**src/rtl/mult_sched_pkg.sv**
```systemverilog
// Shared types and defaults for the multiplier scheduler and its datapath.
// State encoding, requester ids and default widths live here.
// Optional feature macro used by the slice: MULT_EARLY_EXIT_EN.
package mult_sched_pkg;

  localparam int MULT_WIDTH = 32;
  localparam int MULT_CNT_W = 6;

  typedef enum logic [1:0] {
    IDLE = 2'd0,
    BUSY = 2'd1,
    DONE = 2'd2
  } state_t;

  typedef enum logic {
    REQ_GP = 1'b0,
    REQ_FP = 1'b1
  } req_t;

endpackage

```
**src/rtl/mult_iter_dp.sv**
```systemverilog
// Shift-add multiply datapath: magnitudes, accumulator, step counter, final sign fix.
// Latency: one step per cycle; product register loads on the finish strobe.
// Backpressure: none, fully driven by load/step/finish strobes from mult_sched.
// MULT_EARLY_EXIT_EN adds a remaining-multiplier-is-zero detect to the last flag.
module mult_iter_dp
  import mult_sched_pkg::*;
#(
  parameter int WIDTH = MULT_WIDTH,
  parameter int CNT_W = MULT_CNT_W
) (
  input  logic               clock,
  input  logic               reset,
  input  logic               load,
  input  logic               step,
  input  logic               finish,
  input  logic [WIDTH-1:0]   a,
  input  logic [WIDTH-1:0]   b,
  input  logic               sgn,
  output logic               last,
  output logic [WIDTH-1:0]   product_hi,
  output logic [WIDTH-1:0]   product_lo
);

  logic [2*WIDTH-1:0] ma;
  logic [WIDTH-1:0]   mb;
  logic [2*WIDTH-1:0] acc;
  logic               neg;
  logic [CNT_W-1:0]   cnt;
  logic [2*WIDTH-1:0] prod;

  logic [WIDTH-1:0]   a_mag;
  logic [WIDTH-1:0]   b_mag;
  logic [2*WIDTH-1:0] acc_next;
  logic [2*WIDTH-1:0] result;
  logic               rest_zero;

  // Operand magnitudes at latch time; unsigned operands pass through untouched.
  always_comb begin
    a_mag = (sgn && a[WIDTH-1]) ? -a : a;
    b_mag = (sgn && b[WIDTH-1]) ? -b : b;
  end

  // Accumulate the current multiplier bit; the final step's sum feeds the product directly.
  always_comb begin
    acc_next = acc + (mb[0] ? ma : '0);
    result   = neg ? -acc_next : acc_next;
  end

`ifdef MULT_EARLY_EXIT_EN
  // After this step nothing but zeros would remain to be shifted in.
  assign rest_zero = (mb[WIDTH-1:1] == '0);
`else
  assign rest_zero = 1'b0;
`endif

  assign last       = (cnt == CNT_W'(WIDTH-1)) || rest_zero;
  assign product_hi = prod[2*WIDTH-1:WIDTH];
  assign product_lo = prod[WIDTH-1:0];

  // Load operands, run one shift-add step per cycle, capture the signed result on finish.
  always_ff @(posedge clock) begin
    if (reset) begin
      ma   <= '0;
      mb   <= '0;
      acc  <= '0;
      neg  <= 1'b0;
      cnt  <= '0;
      prod <= '0;
    end else begin
      if (load) begin
        ma  <= {{WIDTH{1'b0}}, a_mag};
        mb  <= b_mag;
        acc <= '0;
        neg <= sgn && (a[WIDTH-1] ^ b[WIDTH-1]);
        cnt <= '0;
      end else if (step) begin
        acc <= acc_next;
        ma  <= ma << 1;
        mb  <= mb >> 1;
        cnt <= cnt + CNT_W'(1);
      end
      if (finish) begin
        prod <= result;
      end
    end
  end

endmodule

```
**src/rtl/mult_sched.sv**
```systemverilog
// Round-robin arbiter and sequencer for the shared gp/fp multi-cycle multiplier.
// Latency: request in cycle 0, done pulse in cycle WIDTH+1 (earlier with MULT_EARLY_EXIT_EN).
// Backpressure: multStall held combinationally while any request is pending and not done.
module mult_sched
  import mult_sched_pkg::*;
#(
  parameter int WIDTH = MULT_WIDTH,
  parameter int CNT_W = MULT_CNT_W
) (
  input  logic             clock,
  input  logic             reset,
  input  logic             gpReq,
  input  logic [WIDTH-1:0] gpA,
  input  logic [WIDTH-1:0] gpB,
  input  logic             gpSigned,
  input  logic             fpReq,
  input  logic [WIDTH-1:0] fpA,
  input  logic [WIDTH-1:0] fpB,
  input  logic             fpSigned,
  output logic             multStall,
  output logic             gpDone,
  output logic             fpDone,
  output logic [WIDTH-1:0] productHi,
  output logic [WIDTH-1:0] productLo,
  output logic             busy
);

  state_t state;
  state_t state_next;
  req_t   grant;
  req_t   last_grant;
  req_t   pick;

  logic             load;
  logic             step;
  logic             finish;
  logic             last;
  logic [WIDTH-1:0] sel_a;
  logic [WIDTH-1:0] sel_b;
  logic             sel_sgn;

  // State register.
  always_ff @(posedge clock) begin
    if (reset) state <= IDLE;
    else       state <= state_next;
  end

  // Next-state logic.
  always_comb begin
    state_next = state;
    case (state)
      IDLE:    if (gpReq || fpReq) state_next = BUSY;
      BUSY:    if (last) state_next = DONE;
      DONE:    state_next = IDLE;
      default: state_next = IDLE;
    endcase
  end

  // Arbitration: on a tie the requester not served last wins.
  always_comb begin
    pick = REQ_FP;
    if (gpReq && fpReq) pick = (last_grant == REQ_FP) ? REQ_GP : REQ_FP;
    else if (gpReq)     pick = REQ_GP;
    sel_a   = (pick == REQ_GP) ? gpA : fpA;
    sel_b   = (pick == REQ_GP) ? gpB : fpB;
    sel_sgn = (pick == REQ_GP) ? gpSigned : fpSigned;
  end

  // Datapath strobes decoded from the current state.
  always_comb begin
    load   = (state == IDLE) && (gpReq || fpReq);
    step   = (state == BUSY);
    finish = (state == BUSY) && last;
  end

  // Grant bookkeeping and done pulses, which line up with the DONE state.
  always_ff @(posedge clock) begin
    if (reset) begin
      grant      <= REQ_GP;
      last_grant <= REQ_FP;
      gpDone     <= 1'b0;
      fpDone     <= 1'b0;
    end else begin
      if (load) begin
        grant      <= pick;
        last_grant <= pick;
      end
      gpDone <= finish && (grant == REQ_GP);
      fpDone <= finish && (grant == REQ_FP);
    end
  end

  assign multStall = (gpReq && !gpDone) || (fpReq && !fpDone);
  assign busy      = (state != IDLE);

  mult_iter_dp #(
    .WIDTH (WIDTH),
    .CNT_W (CNT_W)
  ) u_dp (
    .clock      (clock),
    .reset      (reset),
    .load       (load),
    .step       (step),
    .finish     (finish),
    .a          (sel_a),
    .b          (sel_b),
    .sgn        (sel_sgn),
    .last       (last),
    .product_hi (productHi),
    .product_lo (productLo)
  );

endmodule

```
**config.mk**
```make
export PLATFORM = sky130hd
export DESIGN_NAME = mult_sched
export DESIGN_NICKNAME = d
export VERILOG_FILES = /design/src/rtl/mult_sched_pkg.sv /design/src/rtl/mult_iter_dp.sv /design/src/rtl/mult_sched.sv
export SDC_FILE = /design/constraint.sdc
export NUM_CORES = 1
export LEC_CHECK = 0
export ABC_AREA = 0
export CORE_MARGIN = 2
export CORE_UTILIZATION = 30
export CTS_BUF_LIST = sky130_fd_sc_hd__clkbuf_4
export CTS_CLUSTER_DIAMETER = 200
export CTS_CLUSTER_SIZE = 12
export DETAILED_ROUTE_END_ITERATION = 8
export GPL_TIMING_DRIVEN = 0
export SYNTH_ARGS = -nofsm -noshare
export SYNTH_HDL_FRONTEND = slang
export SYNTH_HIERARCHICAL = 1
export SYNTH_SLANG_ARGS = --single-unit
```
**constraint.sdc**
```tcl
create_clock -name clock -period 5.3 [get_ports clock]
set_clock_uncertainty 0.05 [all_clocks]
set_input_delay 1.06 -clock clock [delete_from_list [all_inputs] [get_ports clock]]
set_output_delay 1.06 -clock clock [all_outputs]
set_load 0.02 [all_outputs]
```
==> qor.yml <==
outcome:
  status: "complete, no violations"
synth:
  yosys-top-cells-area: "dfxtp_1, a211oi_1, nor2_1"
  synth_seq_cells: 237
  ys_warn_count: 6
  synth-edff-count: 0
  synth.distinct_cells: 98
  synth_top_area_share_pct: 25.61
  yosys.area.top_type: "dfxtp_1"
  postSynthAreaPerCell_um2: 7.948
  synthesis.instances: 2331
  synth_nets: 2533
  syn_area_mm2: 0.01853
  seq_area_frac_synth_pct: 25.61
  synth_async_sr_flop_share_pct: 0
  synthFlopType: "dfxtp_1"
timing:
  final-hold-violation-count: 0
  tightest_slew_ns: 1.234
  setup_ws_ns: 0.09725
  fin_setup_tns_ns: 0
  setup_viol: 0
  whs_ns: 0.4049
  max_freq_mhz: 192.2
  fin_crit_sh_pct: 98.17
  rsz0062_at_grt: "true"
  min_period_ns: 5.203
  slew_headroom_pct: 17.71
  finalMaxSlewViolations: 0
clocking:
  clk_pin_slew_ns: 0.14
  cts_buffer_depth: 3
  numCtsBuffers: 23
  clock_sinks: 237
  insertion_delay_ns: 0.80
  root_buffer: "clkbuf_4"
  cts_tree: "yes"
  htree_levels: 1
worst_setup_path:
  r2r_end: "u_dp/prod[54]"
  critPathCaptureType: "flip-flop"
  cp_top_family: "compound AO/OA/AOI/OAI gates"
  rrSetupSlack_ns: 0.1
  ff2ff_path_depth: 15
  r2r-start: "u_dp/mb[0]"
  slowest_stage: "or4_1"
  slowest_delay_ns: 0.64
  crit_buf_inv: 2
  crit_fanout: 10
  critPathKind: "reg -> reg"
  cp.required_ns: 5.88
  worstSetupStartpointType: "flip-flop"
  arrival_ns: 5.79
  startpoint: "u_dp/mb[0]"
  cpMostUsedCell: "and2_1"
  path_cells: "buf_4 -> and2_1 -> ha_1 -> buf_2 -> a21o_1 -> a2111o_1 -> and4b_1 -> o311ai_2 -> a31oi_1 -> or3_1 -> and2_1 -> or4_1 -> o41ai_4 -> xor2_2 -> a211oi_1"
power_and_ir_drop:
  p_sw_share_pct: 36.01
  pwr-share-seq_pct: 47.5
  ir_worst_vdd_mv: 0.1279
  p_int_mw: 2.553
  power.switching_mw: 1.437
  pwr-share-comb_pct: 31.0
  power_density_mw_per_mm2: 179.4
  cellLeakagePower_nw: 8.105
  p_clk_share_pct: 21.5
  p_total_mw: 3.990
hold_path:
  hold_depth: 1
  min_to: "gpDone"
  hold_path_class: "reg -> reg"
  holdCritStartpoint: "grant"
finish:
  final_cell_mix: "nor2_1, dfxtp_1, clkdlybuf4s50_1"
  area_delta_synth_final_pct: 20.07
  final_cells: 3349
  final_area_mm2: 0.02225
  final_common_cell: "nor2_1"
  fill_cells: 6392
  nets: 2761
  fin_util_pct: 36.25
  post_route_cells_drive_above_1_share_pct: 9.539
placement:
  placed_area_mm2: 0.02154
  post-place-ws_ns: -1.541
  gp_congestion: 0.9661
  hpwl_um: 59780
  port_buffers: 201
  dp.cells: 3323
global_routing:
  grt_usage_pct: 22.47
  grt_pass1_vias: 18260
  antenna_found_initial: 4
  grt_pass1_wl_um: 110800
  grt-ovfl-total: 0
  grt_max_degree: 13
floorplanning:
  start_util_pct: 30.19
  dieArea_mm2: 0.06376
  core.rowCount: 91
  core_area_mm2: 0.06137
  die_w_um: 252.5
  die_y_um: 252.5
  pin_count: 202
routing:
  routed_wirelength_um: 74110
  first_iter_violations: 1430
  drc: 0
  antenna_left: 0
  wire_per_inst_um: 22.13
  route.vias.total: 18870
  firstDrtPassIters: 7
  via_per_inst: 5.634
run:
  cap_violations: 0
## repair_timing
item                       in CTS  in global routing
pin swaps                       5                 11
setup endpoints to repair      47                 28
hold buffers                    0                  0
setup buffers                   6                  9
gates resized for setup        50                 59
## final cells by class
| type | count | area [µm²] | area share, % |
|---|---|---|---|
| Multi-Input combinational cell | 1898 | 13360 | 60.07 |
| Sequential cell | 237 | 4748 | 21.35 |
| Timing Repair Buffer | 217 | 2136 | 9.601 |
| Tap cell | 790 | 988.4 | 4.443 |
| Buffer | 140 | 673.1 | 3.026 |
| Clock buffer | 23 | 172.7 | 0.7762 |
| Inverter | 42 | 157.7 | 0.7087 |
| Clock inverter | 1 | 5.005 | 0.02250 |
| Antenna cell | 1 | 2.502 | 0.01125 |
## sequential cells by signal (all words and copies together), names as in the netlist, 2 cells and up
name / flops
u_dp/acc: 64
u_dp/ma: 64
u_dp/prod: 64
u_dp/mb: 32
u_dp/cnt: 6
state: 2
## cell families after synthesis
family	after synthesis	share of synthesized area (%)
muxes	159	10.06
buffers and inverters	196	4.667
xor gates and xnor gates	138	6.524
adders and majority gates	68	4.633
AOI/OAI and AO/OA	662	24.56
DFF	237	25.61
and+or+nand+nor	871	23.95
## power groups by stage
stage	sequential [mW]	combinational, mW	clock (mW)
after floorplan	1.91	0.744	0
after global placement	1.93	1.15	0
after detailed placement	1.93	1.16	0
after CTS	1.89	1.20	0.905
after global routing	1.90	1.32	0.953
final	1.89	1.24	0.860
## synth_stat cells (all sizes together), types with 63 or more instances
master and number:
and2 90, nand2 149, nor2 276, mux2i 92, a211oi 178, o21ai 105, xor2 75, xnor2 63
mux2 67, clkbuf 125, a21oi 146, ha 67, nor2b 73, dfxtp 237
## worst reg2reg max path, cell delays in order (launching register included)
cell	delay, ns
dfxtp_4	0.49
buf_4	0.19
and2_1	0.17
ha_1	0.23
buf_2	0.17
a21o_1	0.22
a2111o_1	0.46
and4b_1	0.27
o311ai_2	0.51
a31oi_1	0.25
or3_1	0.36
and2_1	0.26
or4_1	0.64
o41ai_4	0.45
xor2_2	0.28
a211oi_1	0.11
## worst max path at each step
stage	end	slack, ns	cells after the start
after detailed placement	u_dp/prod[54]	-1.54	18
after global placement	u_dp/prod[55]	-1.64	16
final	u_dp/prod[54]	0.1	15
after floorplan	u_dp/prod[53]	0.49	17
after CTS	u_dp/prod[54]	0.005	18
after global routing	u_dp/prod[54]	-0.02	15
## metal layers
metal / vias up / GRT usage, % / share of wire (%)
li1: 9051 / - / -
met2: 624 / 36.26 / 44
met1: 9107 / 30.91 / 46
met4: 2 / 7.270 / 3.0
met5: - / 0 / 0.018
met3: 85 / 2.904 / 6.6
Power figures use the tool's default switching activity.
